## config.mk

```make
export PLATFORM = sky130hd
export DESIGN_NAME = ram_arbiter_flat
export DESIGN_NICKNAME = d
export VERILOG_FILES = /design/src/rtl/ram_arbiter_if.sv /design/src/rtl/ram_arbiter.sv /design/src/flat_wrapper.sv
export SDC_FILE = /design/constraint.sdc
export NUM_CORES = 1
export LEC_CHECK = 0
export ABC_AREA = 1
export CORE_MARGIN = 3
export CORE_UTILIZATION = 32
export CTS_CLUSTER_DIAMETER = 120
export CTS_CLUSTER_SIZE = 25
export DETAILED_ROUTE_END_ITERATION = 10
export GPL_ROUTABILITY_DRIVEN = 0
export HOLD_SLACK_MARGIN = 0.05
export PLACE_DENSITY = 0.85
export SYNTH_ARGS = -nofsm -noshare
export SYNTH_HDL_FRONTEND = slang
export SYNTH_SLANG_ARGS = --single-unit
```

## constraint.sdc

```tcl
create_clock -name clk -period 2.45 [get_ports clk]
set_input_delay 0.49 -clock clk [delete_from_list [all_inputs] [get_ports clk]]
set_output_delay 0.49 -clock clk [all_outputs]
set_load 0.05 [all_outputs]
```

## src/rtl/ram_arbiter_if.sv

```systemverilog
// rtl/ram_arbiter_if.sv - requester and RAM-side signal bundle for ram_arbiter
interface ram_arbiter_if #(
  parameter int ADDR_W = 6,
  parameter int DATA_W = 16
);
  logic              boot_req, cpu_req, dbg_req;
  logic              boot_we, cpu_we, dbg_we;
  logic [ADDR_W-1:0] boot_adr, cpu_adr, dbg_adr;
  logic [DATA_W-1:0] boot_wdata, cpu_wdata, dbg_wdata;
  logic              boot_lock;
  logic              boot_gnt, cpu_gnt, dbg_gnt;
  logic              boot_rvalid, cpu_rvalid, dbg_rvalid;
  logic [DATA_W-1:0] rdata;
  logic [ADDR_W-1:0] ram_add;
  logic [DATA_W-1:0] ram_data_in;
  logic              ram_r_w;
  logic              ram_enable;
  logic [DATA_W-1:0] ram_data_out;

  modport slave (
    input  boot_req, cpu_req, dbg_req, boot_we, cpu_we, dbg_we,
           boot_adr, cpu_adr, dbg_adr, boot_wdata, cpu_wdata, dbg_wdata,
           boot_lock, ram_data_out,
    output boot_gnt, cpu_gnt, dbg_gnt, boot_rvalid, cpu_rvalid, dbg_rvalid,
           rdata, ram_add, ram_data_in, ram_r_w, ram_enable
  );

  modport master (
    output boot_req, cpu_req, dbg_req, boot_we, cpu_we, dbg_we,
           boot_adr, cpu_adr, dbg_adr, boot_wdata, cpu_wdata, dbg_wdata,
           boot_lock, ram_data_out,
    input  boot_gnt, cpu_gnt, dbg_gnt, boot_rvalid, cpu_rvalid, dbg_rvalid,
           rdata, ram_add, ram_data_in, ram_r_w, ram_enable
  );
endinterface

```

## src/rtl/ram_arbiter.sv

```systemverilog
// rtl/ram_arbiter.sv - three-way arbiter for the single-port program/data RAM
module ram_arbiter #(
  parameter int ADDR_W     = 6,
  parameter int DATA_W     = 16,
  parameter int STARVE_MAX = 8
) (
  input  logic          clk,
  input  logic          rst,
  input  logic          ce,
  ram_arbiter_if.slave  bus
);
  typedef enum logic {IDLE, LOCKED} state_t;

  state_t     state_q, state_d;
  logic [7:0] starve_q, starve_d;
  logic [2:0] rvalid_q, rvalid_d;   // {boot, cpu, dbg}
  logic       boot_gnt, cpu_gnt, dbg_gnt;
  logic       hold_lock, promoted;

  always_ff @(posedge clk or negedge rst) begin
    if (!rst) begin
      state_q  <= IDLE;
      starve_q <= 8'd0;
      rvalid_q <= 3'b000;
    end else begin
      state_q  <= state_d;
      starve_q <= starve_d;
      rvalid_q <= rvalid_d;
    end
  end

  always_comb begin
    boot_gnt  = 1'b0;
    cpu_gnt   = 1'b0;
    dbg_gnt   = 1'b0;
    // Dropping boot_lock releases the lock for the current cycle's arbitration.
    hold_lock = (state_q == LOCKED) && bus.boot_lock;
    promoted  = (starve_q == 8'(STARVE_MAX));
    if (ce && rst) begin
      if (bus.boot_req) begin
        boot_gnt = 1'b1;
      end else if (!hold_lock) begin
        if (bus.dbg_req && promoted) begin
          dbg_gnt = 1'b1;
        end else if (bus.cpu_req) begin
          cpu_gnt = 1'b1;
        end else if (bus.dbg_req) begin
          dbg_gnt = 1'b1;
        end
      end
    end
  end

  always_comb begin
    bus.ram_enable  = 1'b0;
    bus.ram_r_w     = 1'b0;
    bus.ram_add     = '0;
    bus.ram_data_in = '0;
    if (boot_gnt) begin
      bus.ram_enable  = 1'b1;
      bus.ram_r_w     = bus.boot_we;
      bus.ram_add     = bus.boot_adr;
      bus.ram_data_in = bus.boot_wdata;
    end else if (cpu_gnt) begin
      bus.ram_enable  = 1'b1;
      bus.ram_r_w     = bus.cpu_we;
      bus.ram_add     = bus.cpu_adr;
      bus.ram_data_in = bus.cpu_wdata;
    end else if (dbg_gnt) begin
      bus.ram_enable  = 1'b1;
      bus.ram_r_w     = bus.dbg_we;
      bus.ram_add     = bus.dbg_adr;
      bus.ram_data_in = bus.dbg_wdata;
    end
  end

  always_comb begin
    state_d  = state_q;
    starve_d = starve_q;
    rvalid_d = rvalid_q;
    if (ce) begin
      case (state_q)
        IDLE:    if (boot_gnt && bus.boot_lock) state_d = LOCKED;
        LOCKED:  if (!bus.boot_lock) state_d = IDLE;
        default: state_d = IDLE;
      endcase
      if (dbg_gnt || !bus.dbg_req) begin
        starve_d = 8'd0;
      end else if (starve_q < 8'(STARVE_MAX)) begin
        starve_d = starve_q + 8'd1;
      end
      rvalid_d = {boot_gnt && !bus.boot_we, cpu_gnt && !bus.cpu_we, dbg_gnt && !bus.dbg_we};
    end
  end

  assign bus.boot_gnt    = boot_gnt;
  assign bus.cpu_gnt     = cpu_gnt;
  assign bus.dbg_gnt     = dbg_gnt;
  assign bus.boot_rvalid = rvalid_q[2];
  assign bus.cpu_rvalid  = rvalid_q[1];
  assign bus.dbg_rvalid  = rvalid_q[0];
  assign bus.rdata       = bus.ram_data_out;
endmodule

```

## src/flat_wrapper.sv

```systemverilog
// flat-port wrapper written by rule: the top's interface ports become plain ports
module ram_arbiter_flat 
#(
  parameter int ADDR_W     = 6,
  parameter int DATA_W     = 16,
  parameter int STARVE_MAX = 8
)
  (clk, rst, ce, bus_boot_req, bus_cpu_req, bus_dbg_req, bus_boot_we, bus_cpu_we, bus_dbg_we, bus_boot_adr, bus_cpu_adr, bus_dbg_adr, bus_boot_wdata, bus_cpu_wdata, bus_dbg_wdata, bus_boot_lock, bus_ram_data_out, bus_boot_gnt, bus_cpu_gnt, bus_dbg_gnt, bus_boot_rvalid, bus_cpu_rvalid, bus_dbg_rvalid, bus_rdata, bus_ram_add, bus_ram_data_in, bus_ram_r_w, bus_ram_enable);
  ram_arbiter_if #(.ADDR_W(ADDR_W), .DATA_W(DATA_W)) bus_i ();
  input  logic clk;
  input  logic rst;
  input  logic ce;
  input wire logic [$bits(bus_i.boot_req)-1:0] bus_boot_req;
  input wire logic [$bits(bus_i.cpu_req)-1:0] bus_cpu_req;
  input wire logic [$bits(bus_i.dbg_req)-1:0] bus_dbg_req;
  input wire logic [$bits(bus_i.boot_we)-1:0] bus_boot_we;
  input wire logic [$bits(bus_i.cpu_we)-1:0] bus_cpu_we;
  input wire logic [$bits(bus_i.dbg_we)-1:0] bus_dbg_we;
  input wire logic [$bits(bus_i.boot_adr)-1:0] bus_boot_adr;
  input wire logic [$bits(bus_i.cpu_adr)-1:0] bus_cpu_adr;
  input wire logic [$bits(bus_i.dbg_adr)-1:0] bus_dbg_adr;
  input wire logic [$bits(bus_i.boot_wdata)-1:0] bus_boot_wdata;
  input wire logic [$bits(bus_i.cpu_wdata)-1:0] bus_cpu_wdata;
  input wire logic [$bits(bus_i.dbg_wdata)-1:0] bus_dbg_wdata;
  input wire logic [$bits(bus_i.boot_lock)-1:0] bus_boot_lock;
  input wire logic [$bits(bus_i.ram_data_out)-1:0] bus_ram_data_out;
  output wire logic [$bits(bus_i.boot_gnt)-1:0] bus_boot_gnt;
  output wire logic [$bits(bus_i.cpu_gnt)-1:0] bus_cpu_gnt;
  output wire logic [$bits(bus_i.dbg_gnt)-1:0] bus_dbg_gnt;
  output wire logic [$bits(bus_i.boot_rvalid)-1:0] bus_boot_rvalid;
  output wire logic [$bits(bus_i.cpu_rvalid)-1:0] bus_cpu_rvalid;
  output wire logic [$bits(bus_i.dbg_rvalid)-1:0] bus_dbg_rvalid;
  output wire logic [$bits(bus_i.rdata)-1:0] bus_rdata;
  output wire logic [$bits(bus_i.ram_add)-1:0] bus_ram_add;
  output wire logic [$bits(bus_i.ram_data_in)-1:0] bus_ram_data_in;
  output wire logic [$bits(bus_i.ram_r_w)-1:0] bus_ram_r_w;
  output wire logic [$bits(bus_i.ram_enable)-1:0] bus_ram_enable;
  assign bus_i.boot_req = bus_boot_req;
  assign bus_i.cpu_req = bus_cpu_req;
  assign bus_i.dbg_req = bus_dbg_req;
  assign bus_i.boot_we = bus_boot_we;
  assign bus_i.cpu_we = bus_cpu_we;
  assign bus_i.dbg_we = bus_dbg_we;
  assign bus_i.boot_adr = bus_boot_adr;
  assign bus_i.cpu_adr = bus_cpu_adr;
  assign bus_i.dbg_adr = bus_dbg_adr;
  assign bus_i.boot_wdata = bus_boot_wdata;
  assign bus_i.cpu_wdata = bus_cpu_wdata;
  assign bus_i.dbg_wdata = bus_dbg_wdata;
  assign bus_i.boot_lock = bus_boot_lock;
  assign bus_i.ram_data_out = bus_ram_data_out;
  assign bus_boot_gnt = bus_i.boot_gnt;
  assign bus_cpu_gnt = bus_i.cpu_gnt;
  assign bus_dbg_gnt = bus_i.dbg_gnt;
  assign bus_boot_rvalid = bus_i.boot_rvalid;
  assign bus_cpu_rvalid = bus_i.cpu_rvalid;
  assign bus_dbg_rvalid = bus_i.dbg_rvalid;
  assign bus_rdata = bus_i.rdata;
  assign bus_ram_add = bus_i.ram_add;
  assign bus_ram_data_in = bus_i.ram_data_in;
  assign bus_ram_r_w = bus_i.ram_r_w;
  assign bus_ram_enable = bus_i.ram_enable;
  ram_arbiter #(.ADDR_W(ADDR_W), .DATA_W(DATA_W), .STARVE_MAX(STARVE_MAX)) u_core (.clk(clk), .rst(rst), .ce(ce), .bus(bus_i));
endmodule
```

# ---- Word level (Yosys, flattened, before mapping)
# Index checks and enable logic that the tools add are counted.
dict set report totals {
  reg_bits 12
  inputBits 92
  output_inout_bits 46
  wordCells 51
}
dict set report classes {
  n_addsub 1
  n_lt_le_gt_ge 1
  n_eq_ne 1
  muxes 30
  bitwise_logic 1
  n_reduce_logical 14
}
# operator n
set ops {}
lappend ops {{$mux 16} 3}
lappend ops {{$mux 1} 21}
lappend ops {{$mux 6} 3}
lappend ops {{$mux 8} 2}
lappend ops {{$add 8x1->8 const B} 1}
lappend ops {{$eq 8x4->1 const B} 1}
lappend ops {{$lt 8x4->1 const B} 1}
lappend ops {{$logic_and 1x1->1} 7}
lappend ops {{$logic_not 1->1} 4}
lappend ops {{$pmux 1 s2} 1}
lappend ops {{$reduce_and 2->1} 1}
lappend ops {{$reduce_bool 2->1} 1}
lappend ops {{$logic_or 1x1->1} 1}
lappend ops {{$not 1->1} 1}

# ---- Logic depth before layout (Yosys ltp)
# Gate-level depths: netlist of the first run.
dict set report logic_depth {
  ltp_word 9
  depth_mapped 11
  mapped_depth_nobuf 11
}

# ---- Worst setup path before layout of the first run
# No wires, ideal clock.
dict set report synth_timing {
  path_type {flip-flop to output port}
  from {reg u_core.starve_q[0]}
  to {out bus_ram_data_in[10]}
  arrival_time_ps 1626
  t_required_ps 1960
  slack_ps 334
  path_stages_with_launch 11
  path_buffers 1
  cell_sequence {dfrtp_1 -> inv_1 -> ha_1 -> nand2_1 -> nor2_2 -> nand2_2 -> nand3_2 -> inv_2 -> buf_2 -> nand2_1 -> nand3_2}
}
dict set report synth_between {
  elab_cells_between_ends 13
  classes_between {1 x eq/ne; 11 x mux; 1 x reduce/logical}
}
# element line
set synth_lines {}
lappend synth_lines {{from (decl)} ram_arbiter.sv:15} ;# logic [7:0] starve_q, starve_d;
lappend synth_lines {{from (signal assigned)} ram_arbiter.sv:27} ;# starve_q <= starve_d;
lappend synth_lines {{$eq 8x4->1} ram_arbiter.sv:38} ;# promoted = (starve_q == 8'(STARVE_MAX));
lappend synth_lines {{$logic_and 1x1->1} ram_arbiter.sv:43} ;# if (bus.dbg_req && promoted) begin
lappend synth_lines {{$mux 1} ram_arbiter.sv:43}
lappend synth_lines {{$mux 1} ram_arbiter.sv:42} ;# end else if (!hold_lock) begin
lappend synth_lines {{$mux 1} ram_arbiter.sv:40} ;# if (bus.boot_req) begin
lappend synth_lines {{$mux 1} ram_arbiter.sv:39} ;# if (ce && rst) begin
lappend synth_lines {{named net bus_cpu_gnt} flat_wrapper.sv:28} ;# output wire logic [$bits(bus_i.cpu_gnt)-1:0] bus_cpu_gnt;
lappend synth_lines {{$mux 16} ram_arbiter.sv:64} ;# end else if (cpu_gnt) begin
lappend synth_lines {{$mux 16} ram_arbiter.sv:59} ;# if (boot_gnt) begin
lappend synth_lines {{to (decl)} flat_wrapper.sv:35} ;# output wire logic [$bits(bus_i.ram_data_in)-1:0] bus_ram_data_in;
# The timed path passes the listed nets, and every way through them passes these cells.

# ---- Worst setup path after layout of the first run
dict set report layout_timing {
  from {in bus_boot_req}
  to {out bus_ram_data_in[8]}
}
dict set report layout_between {
  elab_chain_cells 5
  elab_cells_between_ends 9
  classes_between {9 x mux}
}
# element line
set layout_rtl {}
lappend layout_rtl {{from (decl)} flat_wrapper.sv:13} ;# input wire logic [$bits(bus_i.boot_req)-1:0] bus_boot_req;
lappend layout_rtl {{$mux 1} ram_arbiter.sv:40}
lappend layout_rtl {{$mux 1} ram_arbiter.sv:39}
lappend layout_rtl {{$mux 16} ram_arbiter.sv:69} ;# end else if (dbg_gnt) begin
lappend layout_rtl {{$mux 16} ram_arbiter.sv:64}
lappend layout_rtl {{$mux 16 (*)} ram_arbiter.sv:59}
# Mark *: on every way between the ends. The rest lies on a longest branch, timed or not.

==> out/qor.yml, run 1 <==
outcome:
  status: "finished, final reports clean"
routing:
  drt_first_iter_violations: 48
  viasPerCell: 4.72
  routed_wl_per_cell_um: 14.7
  final_antenna_net_count: 0
  drt_first_pass_iters: 4
  routed_wl_mm: 5.08
  drc_errors: 0
  vias: 1627
timing:
  final.setup_skew_ns: 0.00247
  setup_total_negative_slack_ns: 0
  fin_crit_sh_pct: 96.4
  timing.max_slew.rel_slack_pct: 65.1
  worst-slew-pin-transition_ns: 0.522
  finalHoldViolations: 0
  setup_viol: 0
  setup_ws_ns: 0.0886
  max_freq_ghz: 0.423
  slew_viol_final: 0
  finalCriticalPeriod_ns: 2.36
clock_tree:
  insertion_delay_ns: 0.24
  clkSinkCount: 12
  cts-htree-levels: 1
  clkSlewWorstSetupHoldPaths_ns: 0.05
  tritoncts: "done"
  cts-buffers-inserted: 3
  clockBufferDepth: 2
  clock_tree.root_cell: "clkbuf_8"
logic_synthesis:
  adder_cell_fraction_of_synth_area_pct: 1.86
  synth.net_count: 287
  synth_simple_gate_area_share_pct: 52.2
  number_of_warnings_printed_during_yosys_synthesis: 0
  synth_largest_area_cell: "dfrtp_1"
  mux_cell_area_share_after_synthesis_pct: 0
  synth.yosys.seq_area_share_pct: 22.3
  number_of_synthesized_register_bits: 12
  synthXorXnorAreaFrac_pct: 1.30
  syn_area_sq_um: 1350
  yosys.cell_types.count: 22
  postSynthAreaPerCell_sq_um: 6.99
  yosysTopAreaCellShare_pct: 22.3
  synthCells: 193
  synth.area.top_cells: "dfrtp_1 22%, nand2_1 18%, nand3_2 15%"
  synth_top_family_by_area: "simple AND/OR/NAND/NOR gates"
  synth_compound_area_share_pct: 2.41
placed_design:
  dpl-instance-area_sq_um: 2700
  dp.cells: 335
  hpwlAfterDp_mm: 4.14
  io_buffer_count: 105
  post-place-ws_ns: -0.0359
grt:
  global_route.overflow_total: 0
  grt_use_total_pct: 20.0
  number_of_antenna_violations_at_the_first_check_in_global_routing: 0
  grt_first_pass_wirelength_mm: 8.17
  first_global_vias: 1639
  grt_max_degree: 18
layout:
  finish.cell_count_without_fillers: 345
  layout.core_utilization_pct: 74.5
  finalInstanceArea_sq_um: 2870
  post_route_cells_drive_above_1_share_pct: 35.7
  nets: 392
  antennaDiodeCount: 0
  area_growth_syn_to_layout_pct: 113
  num-fill-cells: 281
critical_path:
  r2r_slack_ns: 0.85
  critPathKind: "input port to output port"
  crit_fanout: 6
  r2r-start: "u_core.starve_q[0]"
  critPathLaunchType: "input port"
  worst_r2r_endpoint: "u_core.starve_q[5]"
  cp_data_arrival_time_ns: 1.87
  required_time_of_the_worst_setup_path_ns: 1.96
  worstSetupEndpointType: "output port"
  path_cells: "clkdlybuf4s50_1, inv_2, nand4_1, inv_2, nand2_4, inv_8, buf_12, buf_4, nand2_2, nand3_2, buf_12"
  r2r_cells: 12
  highest_delay_cell_along_the_critical_path: "clkdlybuf4s50_1"
  timing.critical_path.slowest_cell_delay_ns: 0.47
die:
  die-area_sq_um: 5030
  core_area_sq_um: 3850
  ioPinCount: 138
  row_count: 22
  fp.dieH_um: 70.9
  die_w_um: 70.9
  initial_core_util_pct: 35.0
min_path:
  hold_class: "input port to async pin"
job:
  max_capacitance_violation_count: 0
pwr:
  p_leak_nw: 1.44
  power-per-cell-area_nw_per_um2: 298
  max-vdd-ir-drop_mv: 0.418
-- critical path: cells and delay by family --
kind | cells | cell delay, ns
and+or+nand+nor | 4 | 0.32
buffers and inverters | 7 | 1.05
-- stage by stage --
step                hold slack, ns  total power, mW
global route                 0.396            0.889
floorplan                    0.194            0.442
finish                       0.362            0.856
global placement             0.471            0.625
detailed placement           0.483            0.631
CTS                          0.493            0.849
-- cell type report --
type                    count  area [sq um]  share of cell area [%]
clock buffers               4          55.1                    1.92
inverters                  21          88.8                    3.09
multi-input cells         137           805                    28.0
flip-flops and latches     12           300                    10.5
well taps                  48          60.1                    2.09
repair buffers            123          1560                    54.4
-- where the power goes --
group	switching [mW]	total [mW]	internal, mW
Combinational	0.189	0.427	0.238
Sequential	0.00696	0.216	0.209
Clock	0.0714	0.213	0.142
-- state kept, by name (all words and copies together) (netlist names) --
| register | flops |
|---|---|
| u_core.starve_q | 8 |
| u_core.rvalid_q | 3 |
| u_core.state_q | 1 |
-- cell usage after synthesis --
| cell | number |
|---|---|
| a2bb2oi_1 | 1 |
| ha_1 | 2 |
| a21oi_1 | 1 |
| nand4_1 | 5 |
| nor2_4 | 1 |
| inv_1 | 14 |
| buf_4 | 17 |
| inv_2 | 6 |
| nor2_2 | 2 |
| xor2_1 | 2 |
| nand2_2 | 22 |
| buf_2 | 4 |
| nor2_1 | 5 |
| nand3_2 | 20 |
| or2_1 | 1 |
| dfrtp_1 | 12 |
| inv_4 | 1 |
| nand3_1 | 7 |
| o22ai_1 | 3 |
| buf_12 | 2 |
| nand2_4 | 1 |
| nand2_1 | 64 |
-- worst max path at each step --
stage	slack, ns	to	cells after the start	startpoint
3_5_place_dp	-0.04	bus_ram_add[3]	11	bus_dbg_req
3_3_place_gp	-0.01	bus_ram_data_in[15]	9	rst
5_1_grt	-0.002	bus_ram_data_in[8]	13	u_core.starve_q[0]
2_1_floorplan	0.33	bus_ram_data_in[10]	10	u_core.starve_q[0]
6_report	0.09	bus_ram_data_in[8]	11	bus_boot_req
4_1_cts	0.005	bus_ram_data_in[15]	9	rst
-- layer usage --
metal | global-route usage, % | routed length, um | vias up
met4 | 3.76 | 78 | 0
met2 | 38.3 | 2650 | 93
met3 | 4.12 | 404 | 11
met5 | 0 | 0 | -
li1 | - | - | 795
met1 | 22.7 | 1950 | 728
-- cells in the final DEF (no fill, tap or decap) --
cell,instances
nor2_1,5
nand2_2,21
buf_16,1
nand2_4,2
a21oi_1,1
nand4_1,5
or2_1,1
nor2_2,2
dlymetal6s2s_1,4
clkbuf_8,4
o22ai_1,3
inv_2,5
clkdlybuf4s50_1,73
inv_1,14
dlygate4sd2_1,1
nand3_2,24
a2bb2oi_1,1
inv_8,1
dfrtp_1,12
nand3_1,3
buf_12,33
xor2_1,2
ha_1,2
buf_4,10
buf_6,1
nor2_4,1
nand2_1,64
inv_4,1
-- kinds of logic (layout without fill, tap and decap cells) --
| kind of cell | after synthesis | count (layout) |
|---|---|---|
| and+or+nand+nor | 128 | 128 |
| xor gates and xnor gates | 2 | 2 |
| DFF | 12 | 12 |
| adders and majority gates | 2 | 2 |
| AOI/OAI and AO/OA | 5 | 5 |
| buffers and inverters | 44 | 148 |
-- timing repair --
item | CTS | global route
pin swaps | 2 | 5
buffers inserted | 2 | 3
endpoints found under the setup margin | 16 | 24
resized for setup | 2 | 13
hold buffers | 0 | 0
gates cloned | 1 | 0
(Power assumes the default switching activity.)
==> run 2, diff against run 1 <==
--- a/config.mk
+++ b/config.mk
@@ -8,10 +8,12 @@
 export ABC_AREA = 1
 export CORE_MARGIN = 3
 export CORE_UTILIZATION = 32
+export CTS_BUF_LIST = sky130_fd_sc_hd__clkbuf_16
 export CTS_CLUSTER_DIAMETER = 120
 export CTS_CLUSTER_SIZE = 25
 export DETAILED_ROUTE_END_ITERATION = 10
 export GPL_ROUTABILITY_DRIVEN = 0
+export GPL_TIMING_DRIVEN = 0
 export HOLD_SLACK_MARGIN = 0.05
 export PLACE_DENSITY = 0.85
 export SYNTH_ARGS = -nofsm -noshare
==> constraint.sdc (replaced) <==
create_clock -name clk -period 2.45 [get_ports clk]
set_input_delay 0.49 -clock clk [delete_from_list [all_inputs] [get_ports clk]]
set_output_delay 0.49 -clock clk [all_outputs]
set_load 0.01 [all_outputs]
==> out/qor.yml, run 2 (synthesis gave the netlist of run 1 again) <==
placed_design:
  post-place-ws_ns: -1.04  # -1.00 ns
  hpwlAfterDp_mm: 4.16  # +0.49%
  io_buffer_count: 121  # +15%
layout:
  most-common-layout-cells: "88 x clkdlybuf4s50_1, 64 x nand2_1, 34 x buf_4, 22 x nand2_2, 19 x nand3_2"
  num-fill-cells: 298  # +6.0%
  reg.largest.list: "u_core.starve_q (8), u_core.rvalid_q (3), u_core.state_q (1)"
  largest-register: "u_core.starve_q"
  layout.cells.most_common: "clkdlybuf4s50_1"
  antennaDiodeCount: 0  # unchanged
  area_growth_syn_to_layout_pct: 113  # about the same
  largest_register_ff_count: 8  # unchanged
  post_route_cells_drive_above_1_share_pct: 36.0  # +0.32 points
  nets: 432  # +10%
timing:
  setup_ws_ns: 0.0925  # +0.00391 ns
  finalCriticalPeriod_ns: 2.36  # -0.00391 ns
  slew_viol_final: 0  # unchanged
  max_freq_ghz: 0.424  # +0.17%
  finalHoldViolations: 0  # unchanged
  fin_crit_sh_pct: 96.2  # -0.16 points
  final.setup_skew_ns: 0.00271  # +0.000239 ns
  setup_viol: 0  # unchanged
  worst-slew-pin-transition_ns: 0.340  # -0.182 ns
  timing.max_slew.rel_slack_pct: 77.4  # +12 points
critical_path:
  timing.critical_path.slowest_cell_delay_ns: 0.40  # -0.07 ns
  critPathKind: "register to output port"
  required_time_of_the_worst_setup_path_ns: 1.96  # about the same
  crit_fanout: 5  # -1
  critPathLaunchType: "register"
  cp_data_arrival_time_ns: 1.87  # about the same
  worstSetupEndpointType: "output port"
  highest_delay_cell_along_the_critical_path: "dfrtp_1"
  cp.buffers_inverters: 6  # -1
  path_cells: "inv_2, ha_2, nand2_1, nor2_2, nand2_2, nand2_2, nand2_4, inv_6, buf_12, buf_12, buf_12, nand2_2, nand3_2, buf_2"
  timing.critical_path.max_delay_family: "buffers and inverters"
grt:
  grt_max_degree: 15  # -3
  global_route_met1_usage_pct: 26.2  # +3.5 points
  number_of_antenna_violations_at_the_first_check_in_global_routing: 0  # unchanged
  use_met3_pct: 3.13  # -0.99 points
  globalRouteMet2Util_pct: 36.5  # -1.9 points
  global_route.peak_usage_layer: "met2"
  grt_first_pass_wirelength_mm: 8.31  # +1.8%
  first_global_vias: 1709  # +4.3%
  global_route.overflow_total: 0  # unchanged
  grt_use_total_pct: 20.4  # +0.39 points
routing:
  routed_wl_mm: 5.41  # +6.5%
  final_antenna_net_count: 0  # unchanged
  drc_errors: 0  # unchanged
  routed_wl_per_cell_um: 14.1  # -4.3%
  drt_first_iter_violations: 68  # +42%
  drt_first_pass_iters: 4  # unchanged
  viasPerCell: 4.54  # -3.8%
  vias: 1743  # +7.1%
pwr:
  netSwitchingPower_mw: 0.212  # -21%
  power.share.switching_pct: 24.8  # -6.5 points
  seqPwrFrac_pct: 25.4  # +0.2 points
  p_leak_nw: 1.49  # +3.7%
  max-vdd-ir-drop_mv: 0.321  # -23%
  power.clock.fraction_pct: 34.7  # +9.8 points
  internal_power_mw: 0.643  # +9.3%
  power-per-cell-area_nw_per_um2: 297  # -0.19%
  power_frac_comb_pct: 39.9  # -10 points
  post-layout-total-power_mw: 0.855  # -0.11%
die:
  die_w_um: 70.9  # unchanged
  core_area_sq_um: 3850  # unchanged
  initial_core_util_pct: 35.0  # unchanged
  ioPinCount: 138  # unchanged
  fp.dieH_um: 70.9  # unchanged
  die-area_sq_um: 5030  # unchanged
  row_count: 22  # unchanged
min_path:
  hold_class: "input port to async pin"
outcome:
  status: "finished, final reports clean"
clock_tree:
  clkSlewWorstSetupHoldPaths_ns: 0.04  # about the same
  cts-htree-levels: 1  # unchanged
  insertion_delay_ns: 0.24  # about the same
  clock_tree.root_cell: "clkbuf_16"
  cts-buffers-inserted: 3  # unchanged
  tritoncts: "done"
  clockBufferDepth: 2  # unchanged
  clkSinkCount: 12  # unchanged
job:
  max_capacitance_violation_count: 0  # unchanged
run 2: cell count changes in the layout (fill, tap and decap cells not counted), sizes merged:
cell and delta:
clkbuf +2, dlygate4sd2 +7, clkdlybuf4s15 +4, clkdlybuf4s50 +15, dlymetal6s2s -4, buf +15
run 2: worst paths after layout:
kind                                     from                  end  slack [ns]  depth (start not counted)
min in group clk           u_core.starve_q[6]   u_core.starve_q[6]        0.49                          2
hold reg to reg            u_core.starve_q[6]   u_core.starve_q[6]        0.49                          2
setup reg to reg           u_core.starve_q[0]   u_core.starve_q[5]        0.83                         12
setup / recovery           u_core.starve_q[0]  bus_ram_data_in[11]        0.09                         14
hold / removal                            rst   u_core.rvalid_q[2]        0.13                          1
max in group asynchronous                 rst   u_core.starve_q[6]        2.09                          1
run 2: timing repair:
item,4_1_cts,5_1_grt
hold buffers,0,0
cloned,1,0
endpoints found under the setup margin,27,21
pin swaps,3,2
buffers inserted,13,5
hold endpoints to repair,0,0
resized for setup,100,21
run 2: per-layer routing:
metal  wire, um  up-vias
li1           -      875
met1       2250      785
met2       2760       78
met3        354        5
met4         42        0
met5          0        -
run 2: area by class of cell:
cell class / count / area [sq um] / area share (%)
flip-flops and latches: 12 / 300 / 10.4
multi-input cells: 137 / 790 / 27.5
inverters: 21 / 86.3 / 3.00
repair buffers: 140 / 1360 / 47.1
plain buffers: 23 / 209 / 7.27
well taps: 48 / 60.1 / 2.09
clock buffers: 3 / 75.1 / 2.61
run 2: per-stage QoR:
| stage | utilization, % | cells | area, sq um | hold slack, ns | TNS [ns] |
|---|---|---|---|---|---|
| after CTS | 74.2 | 379 | 2860 | 0.146 | 0 |
| after floorplan | - | 193 | 1350 | 0.194 | 0 |
| after global placement | 68.0 | 362 | 2620 | 0.474 | -22.61 |
| final | 74.6 | 384 | 2880 | 0.131 | 0 |
| after global routing | 74.6 | 384 | 2880 | 0.150 | -0.0515 |
| after detailed placement | 68.0 | 362 | 2620 | 0.481 | -24.74 |
run 2: power by group through the flow:
stage	Clock [mW]	Sequential, mW	Combinational, mW
6_report	0.296	0.217	0.341
4_1_cts	0.300	0.217	0.328
2_1_floorplan	0	0.220	0.109
5_1_grt	0.312	0.218	0.369
3_5_place_dp	0	0.220	0.324
3_3_place_gp	0	0.220	0.318
